$ cat config.mk
export PLATFORM = sky130hd
export DESIGN_NAME = axi_burst_reader
export DESIGN_NICKNAME = d
export VERILOG_FILES = /design/src/rtl/axi_burst_reader.sv
export SDC_FILE = /design/constraint.sdc
export NUM_CORES = 1
export LEC_CHECK = 0
export ABC_AREA = 1
export CORE_MARGIN = 1.5
export CORE_UTILIZATION = 40
export CTS_BUF_LIST = sky130_fd_sc_hd__clkbuf_16
export DETAILED_ROUTE_END_ITERATION = 6
export PLACE_DENSITY = 0.65
export SKIP_LAST_GASP = 1
export SYNTH_ARGS = -nofsm -noshare
export SYNTH_HDL_FRONTEND = slang
export SYNTH_SLANG_ARGS = --single-unit
$ cat constraint.sdc
create_clock -name clk -period 3.8 [get_ports clk]
set_input_delay 0.57 -clock clk [delete_from_list [all_inputs] [get_ports clk]]
set_output_delay 0.57 -clock clk [all_outputs]
set_load 0.005 [all_outputs]
$ cat src/rtl/axi_burst_reader.sv
// Turns a word-count DRAM read request into 4 KB-safe AXI4 INCR read bursts and streams the returned words out.
// Optional AXI_RD_BSWAP_EN: byte-swap each returned word into host order before it is written out.
module axi_burst_reader #(
    parameter int ADDR_WIDTH = 32,
    parameter int DATA_WIDTH = 32,
    parameter int MAX_BURST  = 16
) (
    input  logic                  clk,
    input  logic                  rst,
    input  logic                  kick,
    output logic                  busy,
    input  logic [ADDR_WIDTH-1:0] read_addr,
    input  logic [31:0]           read_num,
    output logic [DATA_WIDTH-1:0] buf_dout,
    output logic                  buf_we,
    output logic                  err,
    output logic [ADDR_WIDTH-1:0] m_axi_araddr,
    output logic [7:0]            m_axi_arlen,
    output logic [2:0]            m_axi_arsize,
    output logic [1:0]            m_axi_arburst,
    output logic                  m_axi_arvalid,
    input  logic                  m_axi_arready,
    input  logic [DATA_WIDTH-1:0] m_axi_rdata,
    input  logic [1:0]            m_axi_rresp,
    input  logic                  m_axi_rlast,
    input  logic                  m_axi_rvalid,
    output logic                  m_axi_rready
);

    typedef enum logic [1:0] {IDLE, ADDR, DATA, NEXT} state_t;

    state_t                state, state_d;
    logic [ADDR_WIDTH-1:0] addr;
    logic [31:0]           remaining;
    logic [8:0]            beats, beat_cnt;
    logic [12:0]           room;
    logic [31:0]           beats_c;
    logic                  beat, last_beat, ar_hs;
    logic [DATA_WIDTH-1:0] rdata_fmt;
    logic                  unused_addr_lsb;

    assign unused_addr_lsb = &{1'b0, read_addr[1:0]};
    assign m_axi_arsize    = 3'b010;
    assign m_axi_arburst   = 2'b01;
    assign m_axi_rready    = (state == DATA);

`ifdef AXI_RD_BSWAP_EN
    assign rdata_fmt = {m_axi_rdata[7:0], m_axi_rdata[15:8], m_axi_rdata[23:16], m_axi_rdata[31:24]};
`else
    assign rdata_fmt = m_axi_rdata;
`endif

    // Burst length: bounded by what is left, MAX_BURST, and the words left before the next 4 KB page.
    always_comb begin
        room    = (13'd4096 - {1'b0, addr[11:0]}) >> 2;
        beats_c = 32'(MAX_BURST);
        if (32'(room) < beats_c)
            beats_c = 32'(room);
        if (remaining < beats_c)
            beats_c = remaining;
    end

    assign beat      = m_axi_rvalid & m_axi_rready;
    assign last_beat = (beat_cnt + 9'd1 == beats);
    assign ar_hs     = m_axi_arvalid & m_axi_arready;

    always_comb begin
        state_d = state;
        case (state)
            IDLE: if (kick && !busy && read_num != 32'd0) state_d = ADDR;
            ADDR: if (ar_hs) state_d = DATA;
            DATA: if (beat && (last_beat || m_axi_rlast)) state_d = NEXT;
            NEXT: state_d = (remaining == 32'(beats)) ? IDLE : ADDR;
            default: state_d = IDLE;
        endcase
    end

    always_ff @(posedge clk or negedge rst) begin
        if (!rst) state <= IDLE;
        else      state <= state_d;
    end

    always_ff @(posedge clk or negedge rst) begin
        if (!rst) begin
            busy          <= 1'b0;
            err           <= 1'b0;
            buf_we        <= 1'b0;
            buf_dout      <= '0;
            m_axi_arvalid <= 1'b0;
            m_axi_araddr  <= '0;
            m_axi_arlen   <= '0;
            addr          <= '0;
            remaining     <= '0;
            beats         <= '0;
            beat_cnt      <= '0;
        end else begin
            buf_we <= 1'b0;
            case (state)
                IDLE: begin
                    // A zero-length request leaves busy up for one cycle; kicks are ignored meanwhile.
                    if (busy) begin
                        busy <= 1'b0;
                    end else if (kick) begin
                        addr      <= {read_addr[ADDR_WIDTH-1:2], 2'b00};
                        remaining <= read_num;
                        busy      <= 1'b1;
                        err       <= 1'b0;
                    end
                end
                ADDR: begin
                    if (!m_axi_arvalid) begin
                        m_axi_arvalid <= 1'b1;
                        m_axi_araddr  <= addr;
                        m_axi_arlen   <= 8'(beats_c - 32'd1);
                        beats         <= beats_c[8:0];
                        beat_cnt      <= '0;
                    end else if (m_axi_arready) begin
                        m_axi_arvalid <= 1'b0;
                    end
                end
                DATA: begin
                    if (beat) begin
                        buf_dout <= rdata_fmt;
                        buf_we   <= 1'b1;
                        beat_cnt <= beat_cnt + 9'd1;
                        // rlast must coincide exactly with the expected final beat.
                        if (m_axi_rresp != 2'b00 || m_axi_rlast != last_beat)
                            err <= 1'b1;
                    end
                end
                NEXT: begin
                    addr      <= addr + (ADDR_WIDTH'(beats) << 2);
                    remaining <= remaining - 32'(beats);
                    if (remaining == 32'(beats))
                        busy <= 1'b0;
                end
                default: ;
            endcase
        end
    end

endmodule

==> impl_metrics.py, run 1 <==
metrics = {
    "synthesis": {
        "yosys.area_share.simple_pct": 24.2,
        "synth_compound_area_share_pct": 15.8,
        "synth_area_um2": 9190,
        "synth_mux_area_share_pct": 0,
        "syn_inst": 1180,
        "synth_top_family_by_area": "simple AND/OR/NAND/NOR gates",
        "synth-xor-area-share_pct": 3.91,
        "ys_seq_elements": 156,
        "async_reset_ff_share_pct": 100,
        "ys.flop_type": "dfrtp_1",
        "synth.yosys.warnings": 0,
        "avgSynthCellArea_um2": 7.79,
        "synth_edf_count": 0,
        "ys_types": 51,
        "seq_area_frac_synth_pct": 42.5,
        "yosys.area_share.adder_pct": 5.47,
    },
    "setup_path": {
        "crit_path_max_fanout": 10,
        "path_class": "reg2reg",
        "cpMostUsedCell": "nand2_1",
        "rr_startpoint": "addr[3]",
        "cp.required_ns": 4.12,
        "worst_setup_path_start_kind": "register",
        "endpoint": "m_axi_arlen[6]",
        "reg2reg_to": "m_axi_arlen[6]",
        "reg2reg_depth": 30,
        "reg2reg_slack_ns": 0.44,
        "crit_arrival_ns": 3.67,
        "end_kind": "register",
        "slowest_delay_ns": 0.39,
        "critical_path.startpoint": "addr[3]",
        "cp_slowest_cell": "dfrtp_1",
    },
    "die": {
        "die_h_um": 155,
        "die_area_um2": 23900,
        "num_rows": 55,
        "coreArea_um2": 22600,
        "ios": 186,
        "start_util_pct": 40.7,
        "die_x_um": 155,
    },
    "cts": {
        "cts_root_buf": "clkbuf_16",
        "cts.sinks": 156,
        "clockBufferDepth": 2,
        "post_cts_buffers": 0,
        "postCtsResizedCells": 0,
        "clkSlewWorstSetupHoldPaths_ns": 0.06,
        "cts_hold_buf": 0,
        "insertion_delay_ns": 0.43,
        "cts_tree": "yes",
        "cts.htree.levels": 4,
        "numCtsBuffers": 17,
    },
    "timing": {
        "period_minus_slack_ns": 3.36,
        "whs_ns": 0.187,
        "period_share_pct": 88.3,
        "clock_skew_ns": 0.0124,
        "setup_tns_ns": 0,
        "worst_pin_slew_ns": 1.02,
        "clock.fmax_ghz": 0.298,
        "finalHoldViolCount": 0,
        "rsz0062_at_grt": "false",
        "setup_viol": 0,
        "slew_viol_final": 0,
        "slew_headroom_pct": 32.2,
    },
    "routing": {
        "first_pass_iters": 7,
        "wl_per_cell_um": 14.7,
        "first_iter_violations": 467,
        "viasPerCell": 5.10,
        "totalWireLength_um": 24200,
        "drcViolationCount": 0,
        "final_antenna_net_count": 0,
        "vias": 8388,
    },
    "global_route": {
        "overflow": 0,
        "antenna_found_initial": 0,
        "grt_pass1_vias": 8141,
        "grt_max_degree": 108,
        "grt_pass1_wl_um": 40500,
        "grt_usage_pct": 21.2,
    },
    "cells_and_area": {
        "antennaDiodeCount": 0,
        "area.growth.synth_to_final_pct": 28.2,
        "multi_input_area_um2": 4600,
        "fillCellCount": 2203,
        "regArea_um2": 3900,
        "drive_above_1_share_pct": 7.28,
        "fin_nets": 1491,
    },
    "place": {
        "routabilityCongestion": 0.888,
        "port_buffers": 176,
        "dp_hpwl_um": 17600,
    },
    "pwr": {
        "power.density_nw_per_um2": 854,
        "p_leak_nw": 5.43,
        "ir_drop_uv": 638,
    },
    "run_status": {
        "outcome": "completed",
    },
    "run": {
        "cap_violations": 0,
    },
    "min_path": {
        "worstHoldPathType": "in2async",
    },
}
[stage by stage]
step | worst slack (ns) | util [%] | cell area [µm²] | std cells | power (mW)
CTS | 0.426 | 52.2 | 11800 | 1645 | 10.1
detailed placement | 0.443 | 49.8 | 11200 | 1614 | 8.47
global route | 0.0506 | 52.2 | 11800 | 1645 | 11.0
floorplan | 0.819 | - | 9230 | 1191 | 6.60
global placement | 0.539 | 49.8 | 11200 | 1614 | 8.36
finish | 0.443 | 52.2 | 11800 | 1645 | 10.1
[per-layer routing]
layer  track usage, %  part of all wire (%)
met1             28.6                    46
met4             7.83                   2.4
met2             34.6                    47
met3             3.33                   4.6
met5                0                     0
[layout by cell type, fill, tap and decap left out, drive strengths merged, types with 3 or more instances in the layout]
cell / instances
ha: 37
clkbuf: 17
clkdlybuf4s50: 175
or2: 5
dfrtp: 156
buf: 12
nor2: 112
a21oi: 49
o22ai: 34
nor3: 16
o21ai: 137
nand2: 289
o211ai: 14
nand3: 49
inv: 141
xnor2: 6
xor2: 35
o31ai: 3
clkinv: 9
conb: 13
o221ai: 8
nand4: 13
nor4: 14
[synthesized netlist by cell type, types with 2 or more instances]
cell type | count | area share (%)
xnor2_1 | 6 | 0.57
inv_2 | 9 | 0.37
fa_1 | 2 | 0.44
nand2_4 | 4 | 0.49
o21ai_2 | 2 | 0.19
o21ai_0 | 125 | 6.8
buf_4 | 7 | 0.57
o221ai_1 | 8 | 0.76
nand2_2 | 8 | 0.54
or2_2 | 4 | 0.27
a21oi_1 | 47 | 2.6
nand2_1 | 277 | 11
o21ai_1 | 10 | 0.54
o211ai_1 | 13 | 1.1
nand3_1 | 45 | 2.5
a31oi_1 | 2 | 0.14
nor2_8 | 2 | 0.44
nor3_1 | 12 | 0.65
clkinv_1 | 2 | 0.082
conb_1 | 2 | 0.082
nor4_1 | 12 | 0.82
a21oi_2 | 2 | 0.19
nor3_2 | 4 | 0.44
buf_2 | 6 | 0.33
o31ai_1 | 3 | 0.25
inv_1 | 128 | 5.2
nor2_4 | 3 | 0.37
ha_1 | 37 | 5.0
o22ai_1 | 33 | 2.2
nor2_2 | 6 | 0.41
xor2_1 | 35 | 3.3
nand4_1 | 13 | 0.88
nor2_1 | 101 | 4.1
clkbuf_1 | 35 | 1.4
nand3_2 | 4 | 0.44
dfrtp_1 | 156 | 42
[worst min path at each step]
stage | startpoint | cells past startpoint | slack (ns) | end
2_1_floorplan | rst | 0 | 0.27 | addr[10]
3_3_place_gp | buf_dout[17] | 2 | 0.46 | buf_dout[17]
3_5_place_dp | buf_dout[18] | 2 | 0.46 | buf_dout[18]
4_1_cts | rst | 1 | 0.23 | m_axi_arlen[7]
5_1_grt | rst | 1 | 0.26 | m_axi_arlen[7]
6_report | rst | 1 | 0.19 | m_axi_arlen[7]
[worst max-delay path: cells and delay by family (launching register included)]
family / cells / cell delay [ns]
AOI/OAI and AO/OA: 2 / 0.27
adders and majority gates: 3 / 0.71
buffers and inverters: 6 / 0.49
DFF: 1 / 0.39
and+or+nand+nor: 19 / 1.37
[cells by family (layout without fill, tap and decap cells)]
kind of cell,after synthesis,after routing
other cells,2,13
simple gates,499,499
flops,156,156
compound gates,255,255
xor+xnor,41,41
buf+inv,188,357
fa+ha+maj,39,39
[area by class of cell]
type,count,share of cell area (%)
multi-input combinational,847,39.0
sequential,156,33.1
timing repair buffer,187,15.8
inverter,139,4.43
clock buffer,17,3.61
tap,285,3.03
clock inverter,14,1.02
[power breakdown]
part / switching, mW / internal (mW)
clock network: 0.718 / 0.897
logic: 3.12 / 2.28
registers: 0.598 / 2.46
total: 4.44 / 5.63
[sequential cells by signal, indices dropped and copies added (netlist names)]
register / flops
buf_we: 1
beat_cnt: 9
err: 1
beats: 9
m_axi_arlen: 8
state: 2
m_axi_arvalid: 1
m_axi_araddr: 30
busy: 1
addr: 30
remaining: 32
buf_dout: 32
(Power assumes the default switching activity.)
==> run 2: changes to the inputs <==
--- a/config.mk
+++ b/config.mk
@@ -7,10 +7,10 @@
 export LEC_CHECK = 0
 export ABC_AREA = 1
 export CORE_MARGIN = 1.5
-export CORE_UTILIZATION = 40
+export CORE_UTILIZATION = 50
 export CTS_BUF_LIST = sky130_fd_sc_hd__clkbuf_16
 export DETAILED_ROUTE_END_ITERATION = 6
-export PLACE_DENSITY = 0.65
+export PLACE_DENSITY = 0.78
 export SKIP_LAST_GASP = 1
 export SYNTH_ARGS = -nofsm -noshare
 export SYNTH_HDL_FRONTEND = slang
==> impl_metrics.py, run 2 (same netlist as run 1, synthesis figures left out) <==
metrics = {
    "run_status": {
        "outcome": "completed",
    },
    "setup_path": {
        "slowest_delay_ns": 0.40,
        "cp.required_ns": 4.12,
        "cp_slowest_cell": "dfrtp_1",
        "crit_path_max_fanout": 10,
        "end_kind": "register",
        "cp_top_family": "simple AND/OR/NAND/NOR gates",
        "crit_buf_inv": 6,
        "cpMostUsedCell": "nand2_1",
        "worst_setup_path_start_kind": "register",
        "path_class": "reg2reg",
        "crit_arrival_ns": 3.75,
    },
    "routing": {
        "totalWireLength_um": 23700,
        "drcViolationCount": 0,
        "wl_per_cell_um": 15.0,
        "viasPerCell": 5.35,
        "first_iter_violations": 646,
        "first_pass_iters": 5,
        "vias": 8496,
        "final_antenna_net_count": 0,
    },
    "timing": {
        "setup_tns_ns": 0,
        "rsz0062_at_grt": "false",
        "period_minus_slack_ns": 3.43,
        "timing.final.ws_setup_ns": 0.366,
        "worst_pin_slew_ns": 0.992,
        "slew_viol_final": 0,
        "finalHoldViolCount": 0,
        "slew_headroom_pct": 33.8,
        "setup_viol": 0,
        "period_share_pct": 90.4,
        "clock_skew_ns": 0.00892,
        "clock.fmax_ghz": 0.291,
    },
    "cells_and_area": {
        "reg_top3": "buf_dout (32), remaining (32)",
        "stdcell_area_um2": 11800,
        "final_common_cell": "nand2_1",
        "fillCellCount": 1489,
        "area.growth.synth_to_final_pct": 27.9,
        "multi_input_area_um2": 4600,
        "drive_above_1_share_pct": 7.22,
        "final_cell_count_no_fill": 1587,
        "fin_nets": 1488,
        "layout_common_cells": "nand2_1, clkdlybuf4s50_1, dfrtp_1",
        "antennaDiodeCount": 0,
        "regArea_um2": 3910,
    },
    "pwr": {
        "power.density_nw_per_um2": 870,
        "p_leak_nw": 5.45,
        "ir_drop_uv": 711,
    },
    "run": {
        "cap_violations": 0,
    },
    "cts": {
        "cts_root_buf": "clkbuf_16",
        "clockBufferDepth": 2,
        "cts.sinks": 156,
        "clkSlewWorstSetupHoldPaths_ns": 0.07,
        "postCtsResizedCells": 0,
        "cts_tree": "yes",
        "insertion_delay_ns": 0.43,
        "post_cts_buffers": 0,
        "cts_hold_buf": 0,
        "cts.htree.levels": 4,
        "numCtsBuffers": 17,
    },
    "die": {
        "die_x_um": 139,
        "die_h_um": 139,
        "die_area_um2": 19200,
        "start_util_pct": 51.2,
        "num_rows": 49,
        "coreArea_um2": 18000,
        "ios": 186,
    },
    "global_route": {
        "overflow": 0,
        "grt_max_degree": 100,
        "grt_pass1_wl_um": 39300,
        "grt_usage_pct": 25.1,
        "antenna_found_initial": 0,
        "grt_pass1_vias": 8102,
    },
    "place": {
        "place_area_um2": 11200,
        "pre_cts_ws_ns": 0.413,
        "dp_hpwl_um": 17200,
        "routabilityCongestion": 0.908,
        "port_buffers": 176,
        "dp.cells": 1555,
    },
    "min_path": {
        "worstHoldPathType": "in2async",
    },
}
-- run 2: metrics by stage --
step	hold WS [ns]	total power [mW]	utilization (%)
final	0.206	10.2	65.5
after floorplan	0.274	6.60	-
after CTS	0.286	10.2	65.4
after global routing	0.302	11.1	65.5
after detailed placement	0.464	8.45	62.1
after global placement	0.461	8.26	62.1
-- run 2: path summary, 6_finish.rpt --
check                                 start                to  slack, ns  depth (start not counted)
worst max register to register      addr[3]    m_axi_arlen[6]       0.37                         30
worst max-delay path                addr[3]    m_axi_arlen[6]       0.37                         30
worst min register to register  buf_dout[6]       buf_dout[6]       0.48                          2
min in group clk                buf_dout[6]       buf_dout[6]       0.48                          2
max in group asynchronous               rst    m_axi_arlen[2]       2.69                          2
worst min-delay path                    rst  m_axi_araddr[20]       0.21                          1
-- run 2: power by group --
group / total [mW] / switching (mW) / internal (mW)
sequential: 3.06 / 0.605 / 2.46
clock: 1.75 / 0.718 / 1.03
combinational: 5.42 / 3.16 / 2.27
total: 10.2 / 4.48 / 5.76
-- run 2: worst register-to-register path: cells and delay by family (launching register included) --
kind	cells	cell delay (ns)
and+or+nand+nor	19	1.43
adders and majority gates	3	0.72
DFF	1	0.40
buffers and inverters	6	0.52
AOI/OAI and AO/OA	2	0.26
-- run 2: per-layer routing --
| layer | GRT usage [%] | part of all wire, % |
|---|---|---|
| met1 | 33.8 | 44 |
| met3 | 4.52 | 5.5 |
| met4 | 10.8 | 3.3 |
| met5 | 0 | 0 |
| met2 | 40.0 | 47 |
-- run 2: cell type report --
type	count	area share, %
Clock inverter	15	1.47
Multi-Input combinational cell	847	39.1
Inverter	139	4.44
Clock buffer	17	3.62
Timing Repair Buffer	184	15.7
Tap cell	229	2.44
Sequential cell	156	33.2
==> run 3: changes to the inputs <==
--- a/config.mk
+++ b/config.mk
@@ -10,6 +10,7 @@
 export CORE_UTILIZATION = 50
 export CTS_BUF_LIST = sky130_fd_sc_hd__clkbuf_16
 export DETAILED_ROUTE_END_ITERATION = 6
+export HOLD_SLACK_MARGIN = 0.1
 export PLACE_DENSITY = 0.78
 export SKIP_LAST_GASP = 1
 export SYNTH_ARGS = -nofsm -noshare
==> results of run 3 <==
No change in the layout: final DEF, timing and power equal those of run 2.
